$ cat config.mk
export PLATFORM = sky130hd
export DESIGN_NAME = alu_sequencer_flat
export DESIGN_NICKNAME = d
export VERILOG_FILES = /design/src/rtl/alu_sequencer_if.sv /design/src/rtl/alu_sequencer.sv /design/src/flat_wrapper.sv
export SDC_FILE = /design/constraint.sdc
export NUM_CORES = 1
export LEC_CHECK = 0
export BUFFER_PORTS_ARGS = -buffer_cell sky130_fd_sc_hd__buf_2
export CAP_MARGIN = 20
export CORE_ASPECT_RATIO = 0.8
export CORE_MARGIN = 10
export CORE_UTILIZATION = 45
export CTS_CLUSTER_DIAMETER = 150
export DETAILED_ROUTE_END_ITERATION = 16
export GPL_TIMING_DRIVEN = 0
export PLACE_DENSITY = 0.69
export SYNTH_ARGS = -nofsm -noshare
export SYNTH_HDL_FRONTEND = slang
export SYNTH_SLANG_ARGS = --single-unit
$ cat constraint.sdc
create_clock -name clk_i -period 2.5 [get_ports clk_i]
set_input_delay 0.75 -clock clk_i [delete_from_list [all_inputs] [get_ports clk_i]]
set_output_delay 0.75 -clock clk_i [all_outputs]
set_load 0.05 [all_outputs]
$ cat src/rtl/alu_sequencer_if.sv
// Bus between the ALU sequencer and its controller: start/operand request in,
// register-file/ALU strobes and status out.
interface alu_sequencer_if;
    logic        start;
    logic [3:0]  op;
    logic [3:0]  ra;
    logic [3:0]  rb;
    logic [3:0]  rc;
    logic        stall;

    logic        busy;
    logic        done;
    logic        err;
    logic [3:0]  alu_op;
    logic [3:0]  reg_sel;
    logic        r_out;
    logic        r_in;
    logic        y_in;
    logic        z_in;
    logic        zlow_out;
    logic [15:0] op_count;

    modport master (
        output start, op, ra, rb, rc, stall,
        input  busy, done, err, alu_op, reg_sel,
        input  r_out, r_in, y_in, z_in, zlow_out, op_count
    );

    modport slave (
        input  start, op, ra, rb, rc, stall,
        output busy, done, err, alu_op, reg_sel,
        output r_out, r_in, y_in, z_in, zlow_out, op_count
    );
endinterface

$ cat src/rtl/alu_sequencer.sv
// Sequences one register-to-register ALU operation over a shared bus:
// Y <- rb, Z <- Y op rc (or op rb for unary ops), ra <- Zlow.
module alu_sequencer (
    input  logic              clk_i,
    input  logic              clear_i,
    alu_sequencer_if.slave    bus_io
);

    typedef enum logic [1:0] {
        StIdle  = 2'd0,
        StLoadY = 2'd1,
        StExec  = 2'd2,
        StWrite = 2'd3
    } state_e;

    state_e      state_q, state_d;
    logic [3:0]  op_q, op_d;
    logic [3:0]  ra_q, ra_d;
    logic [3:0]  rb_q, rb_d;
    logic [3:0]  rc_q, rc_d;
    logic        done_q, done_d;
    logic        err_q, err_d;
    logic [15:0] op_count_q, op_count_d;

    logic in_valid;
    logic in_unary;
    logic lat_unary;

    // Ops 0..10 are defined; 2 (NOT) and 10 (NEG) take only rb.
    assign in_valid  = (bus_io.op <= 4'd10);
    assign in_unary  = (bus_io.op == 4'd2) || (bus_io.op == 4'd10);
    assign lat_unary = (op_q == 4'd2) || (op_q == 4'd10);

    always_comb begin
        state_d    = state_q;
        op_d       = op_q;
        ra_d       = ra_q;
        rb_d       = rb_q;
        rc_d       = rc_q;
        done_d     = 1'b0;
        err_d      = 1'b0;
        op_count_d = op_count_q;

        case (state_q)
            StIdle: begin
                if (bus_io.start) begin
                    op_d = bus_io.op;
                    ra_d = bus_io.ra;
                    rb_d = bus_io.rb;
                    rc_d = bus_io.rc;
                    if (!in_valid) begin
                        done_d = 1'b1;
                        err_d  = 1'b1;
                    end else if (in_unary) begin
                        state_d = StExec;
                    end else begin
                        state_d = StLoadY;
                    end
                end
            end
            StLoadY: begin
                if (!bus_io.stall) state_d = StExec;
            end
            StExec: begin
                if (!bus_io.stall) state_d = StWrite;
            end
            StWrite: begin
                if (!bus_io.stall) begin
                    state_d    = StIdle;
                    done_d     = 1'b1;
                    op_count_d = op_count_q + 16'd1;
                end
            end
            default: state_d = StIdle;
        endcase
    end

    always_ff @(posedge clk_i) begin
        if (clear_i) begin
            state_q    <= StIdle;
            op_q       <= 4'd0;
            ra_q       <= 4'd0;
            rb_q       <= 4'd0;
            rc_q       <= 4'd0;
            done_q     <= 1'b0;
            err_q      <= 1'b0;
            op_count_q <= 16'd0;
        end else begin
            state_q    <= state_d;
            op_q       <= op_d;
            ra_q       <= ra_d;
            rb_q       <= rb_d;
            rc_q       <= rc_d;
            done_q     <= done_d;
            err_q      <= err_d;
            op_count_q <= op_count_d;
        end
    end

    // Strobes follow the state; a stall blanks them but keeps reg_sel steady.
    always_comb begin
        bus_io.reg_sel  = 4'd0;
        bus_io.r_out    = 1'b0;
        bus_io.r_in     = 1'b0;
        bus_io.y_in     = 1'b0;
        bus_io.z_in     = 1'b0;
        bus_io.zlow_out = 1'b0;

        case (state_q)
            StLoadY: begin
                bus_io.reg_sel = rb_q;
                bus_io.r_out   = !bus_io.stall;
                bus_io.y_in    = !bus_io.stall;
            end
            StExec: begin
                bus_io.reg_sel = lat_unary ? rb_q : rc_q;
                bus_io.r_out   = !bus_io.stall;
                bus_io.z_in    = !bus_io.stall;
            end
            StWrite: begin
                bus_io.reg_sel  = ra_q;
                bus_io.r_in     = !bus_io.stall;
                bus_io.zlow_out = !bus_io.stall;
            end
            default: ;
        endcase
    end

    assign bus_io.busy     = (state_q != StIdle);
    assign bus_io.done     = done_q;
    assign bus_io.err      = err_q;
    assign bus_io.alu_op   = op_q;
    assign bus_io.op_count = op_count_q;

endmodule
$ cat src/flat_wrapper.sv
// flat-port wrapper written by rule: the top's interface ports become plain ports
module alu_sequencer_flat 
  (clk_i, clear_i, bus_io_start, bus_io_op, bus_io_ra, bus_io_rb, bus_io_rc, bus_io_stall, bus_io_busy, bus_io_done, bus_io_err, bus_io_alu_op, bus_io_reg_sel, bus_io_r_out, bus_io_r_in, bus_io_y_in, bus_io_z_in, bus_io_zlow_out, bus_io_op_count);
  alu_sequencer_if bus_io_i ();
  input  logic clk_i;
  input  logic clear_i;
  input wire logic [$bits(bus_io_i.start)-1:0] bus_io_start;
  input wire logic [$bits(bus_io_i.op)-1:0] bus_io_op;
  input wire logic [$bits(bus_io_i.ra)-1:0] bus_io_ra;
  input wire logic [$bits(bus_io_i.rb)-1:0] bus_io_rb;
  input wire logic [$bits(bus_io_i.rc)-1:0] bus_io_rc;
  input wire logic [$bits(bus_io_i.stall)-1:0] bus_io_stall;
  output wire logic [$bits(bus_io_i.busy)-1:0] bus_io_busy;
  output wire logic [$bits(bus_io_i.done)-1:0] bus_io_done;
  output wire logic [$bits(bus_io_i.err)-1:0] bus_io_err;
  output wire logic [$bits(bus_io_i.alu_op)-1:0] bus_io_alu_op;
  output wire logic [$bits(bus_io_i.reg_sel)-1:0] bus_io_reg_sel;
  output wire logic [$bits(bus_io_i.r_out)-1:0] bus_io_r_out;
  output wire logic [$bits(bus_io_i.r_in)-1:0] bus_io_r_in;
  output wire logic [$bits(bus_io_i.y_in)-1:0] bus_io_y_in;
  output wire logic [$bits(bus_io_i.z_in)-1:0] bus_io_z_in;
  output wire logic [$bits(bus_io_i.zlow_out)-1:0] bus_io_zlow_out;
  output wire logic [$bits(bus_io_i.op_count)-1:0] bus_io_op_count;
  assign bus_io_i.start = bus_io_start;
  assign bus_io_i.op = bus_io_op;
  assign bus_io_i.ra = bus_io_ra;
  assign bus_io_i.rb = bus_io_rb;
  assign bus_io_i.rc = bus_io_rc;
  assign bus_io_i.stall = bus_io_stall;
  assign bus_io_busy = bus_io_i.busy;
  assign bus_io_done = bus_io_i.done;
  assign bus_io_err = bus_io_i.err;
  assign bus_io_alu_op = bus_io_i.alu_op;
  assign bus_io_reg_sel = bus_io_i.reg_sel;
  assign bus_io_r_out = bus_io_i.r_out;
  assign bus_io_r_in = bus_io_i.r_in;
  assign bus_io_y_in = bus_io_i.y_in;
  assign bus_io_z_in = bus_io_i.z_in;
  assign bus_io_zlow_out = bus_io_i.zlow_out;
  assign bus_io_op_count = bus_io_i.op_count;
  alu_sequencer u_core (.clk_i(clk_i), .clear_i(clear_i), .bus_io(bus_io_i));
endmodule
==> results.toml <==
[die]
die_h_microns = 75.0
rows = 19
initial_utilization_pct = 48.1
design.die.area_sq_um = 6660
die_w_microns = 88.8
boundaryPins = 52
core_sq_um = 3540

[cells_and_area]
multi_input_area_sq_um = 940
final_cells = 306
fin_nets = 289
postLayoutCoreUtil_pct = 61.7
antenna_cells = 0
syn2layout_area_growth_pct = 28.2
drive_gt1_share_pct = 30.7
fill_cells = 316
regArea_sq_um = 728

[synth]
yosys.cell_count.top_type = "nand2_1"
synth.area.top_cells = "dfxtp_1, nand2_1, a21oi_1"
syn_avg_cell_area_sq_um = 8.39
synth-main-ff-cell = "dfxtp_1"
netlist_instances = 203
yosysSeqAreaShare_pct = 42.3
yosys.area.top_type = "dfxtp_1"
synth_nets = 229
yosysWarnings = 0
synth_area_sq_um = 1700
async_flop_share_pct = 0
ys_types = 37
synth_top_area_share_pct = 42.3
yosys-top-cells-count = "nand2_1, dfxtp_1, a21oi_1, nor2_1, xor2_1"
ys_ff_latch = 36
synth_edf_count = 0

[power_and_ir_drop]
p_leak_nw = 0.972
totalPowerFinal_mw = 1.74
power.density_nw_per_um2 = 795
peakVddDrop_mv = 0.511

[global_route]
grt_pass1_wl_mm = 7.20
track_usage_pct = 13.6
antenna_found_initial = 0
grt_pass1_vias = 1541
grt_max_degree = 11
grt_overflow = 0

[critical_path]
slowest_delay_ns = 0.34
required_ns = 1.75
critical_path_class = "reg2out"
worstSetupStartpointType = "flop"
startpoint = "u_core.bus_io.alu_op[2]"
rrSetupSlack_ns = 0.71
cp-end-kind = "primary output"
worst_ep_arrival_time_ns = 1.87
slowest_stage = "dfxtp_2"
rr_worst_depth = 6
cp_cell_sequence = "nor3b_4, buf_4, mux2_4, a222oi_1, nor2_2, buf_6"
reg2reg_from = "u_core.state_q[0]"
worst_r2r_endpoint = "u_core.bus_io.op_count[15]"
crit_fanout = 4
cp-endpoint = "bus_io_reg_sel[2]"

[cts]
cts_tree = "done"
hold_buffers = 0
clock-sinks = 36
clkSlewWorstSetupHoldPaths_ns = 0.08
clk_path_buf_depth = 2
insertion_delay_ns = 0.29
cts-htree-levels = 2
cts-root-buf = "clkbuf_8"
numCtsBuffers = 5

[sta]
hold_slack_ns = 0.458
setup_violations = 4
grt_setup_unrepaired = "true"
fin_worst_skew_ns = 0.00834
slew_viol_final = 0
tightest_slew_ns = 0.502
finalCritPeriodShare_pct = 105
fin_ws_ns = -0.115
hold_viol_final = 0
slew_headroom_pct = 66.5
fmax_ghz = 0.382
fin_crit_ns = 2.62

[place]
dp_cells = 295
place.gp.congestion = 0.879
port_buffers = 50
place_ws_ns = 0.0240
dp_hpwl_mm = 3.39

[drt]
drt_wl_total_mm = 4.41
firstDrtPassIters = 4
dr_total_vias = 1609
wl_per_cell_microns = 14.4
drt_drc_violations_left = 0
ant_nets = 0
drt_iter0_markers = 121
viasPerCell = 5.26

[min_path]
hp-class = "reg2reg"
hp-start = "u_core.rc_q[0]"

[status]
violations = "negative setup slack"
outcome = "finished, violations left"

[flow_run]
drv_cap = 0
flip-flops by register name, indices dropped and copies added, names as in the netlist:
register and count:
u_core.bus_io.alu_op 4, u_core.bus_io.done 1, u_core.bus_io.err 1, u_core.bus_io.op_count 16, u_core.ra_q 4, u_core.rb_q 4
u_core.rc_q 4, u_core.state_q 2
metal layers:
metal / vias up / global-route usage, % / part of all wire (%)
met5: - / 0 / 0
li1: 826 / - / -
met4: 0 / 3.58 / 0.43
met2: 58 / 19.5 / 41
met1: 723 / 18.0 / 49
met3: 2 / 6.36 / 9.6
cell usage in the layout (no fill, tap or decap), drive strengths merged:
cell type  count
and2           2
nand2b         2
xnor2          1
a31oi          1
a21oi         23
nor3           4
or2            1
mux2i          1
o31a           1
ha             6
a222oi         4
and4b          3
o31ai          1
and4           1
nor3b          2
mux2           5
clkbuf        14
buf           58
or3            5
inv            5
o211a          1
nand3          2
o2111ai        1
o21ai          7
nor2b          4
dfxtp         36
xor2           8
nor2          16
nand4bb        1
and3           2
nand2         39
nand4          6
o211ai         1
worst min path at each step:
stage	end	cells after the start	slack [ns]
2_1_floorplan	u_core.rc_q[0]	2	0.43
3_3_place_gp	u_core.rc_q[0]	2	0.45
6_report	u_core.rc_q[0]	2	0.46
5_1_grt	u_core.ra_q[3]	2	0.48
4_1_cts	u_core.rc_q[0]	2	0.46
3_5_place_dp	u_core.rc_q[0]	2	0.45
area by class of cell:
type                       instances  area share [%]
clock buffer                       8            4.12
timing repair buffer              54            14.1
tap                               42            2.41
multi-input combinational        151            43.0
inverter                           5           0.859
buffer                            10            2.18
sequential                        36            33.3
worst max-delay path, delay by kind of cell (launching register included):
kind	cells	cell delay, ns
DFF	1	0.34
muxes	1	0.28
AOI/OAI and AO/OA	1	0.27
buffers and inverters	2	0.33
and+or+nand+nor	2	0.35
repair_timing:
action	4_1_cts	5_1_grt
pin swaps	5	4
setup endpoints to repair	6	6
gates resized for setup	14	3
cloned	0	0
setup buffers	3	1
power breakdown:
group	switching [mW]	leakage (nW)	internal (mW)
sequential	0.0468	0.295	0.644
combinational	0.411	0.632	0.202
clock	0.209	0.0455	0.225
total	0.667	0.972	1.07
cell families after synthesis:
family                   after synthesis  share of synthesized area, %
AO/OA/AOI/OAI                         40                          14.0
adder cells (fa/ha/maj)                6                          4.41
XOR/XNOR                               9                          4.63
multiplexers                           6                          3.89
AND/OR/NAND/NOR                       90                          26.7
flip-flops                            36                          42.3
buffers and inverters                 16                          4.04
per-stage QoR:
stage	instance area [sq um]	TNS (ns)
detailed placement	2020	0
global route	2180	-0.750
finish	2180	-0.297
floorplan	1720	0
CTS	2180	-0.498
global placement	2020	0
Note: power is estimated with default switching activity, not from simulation.
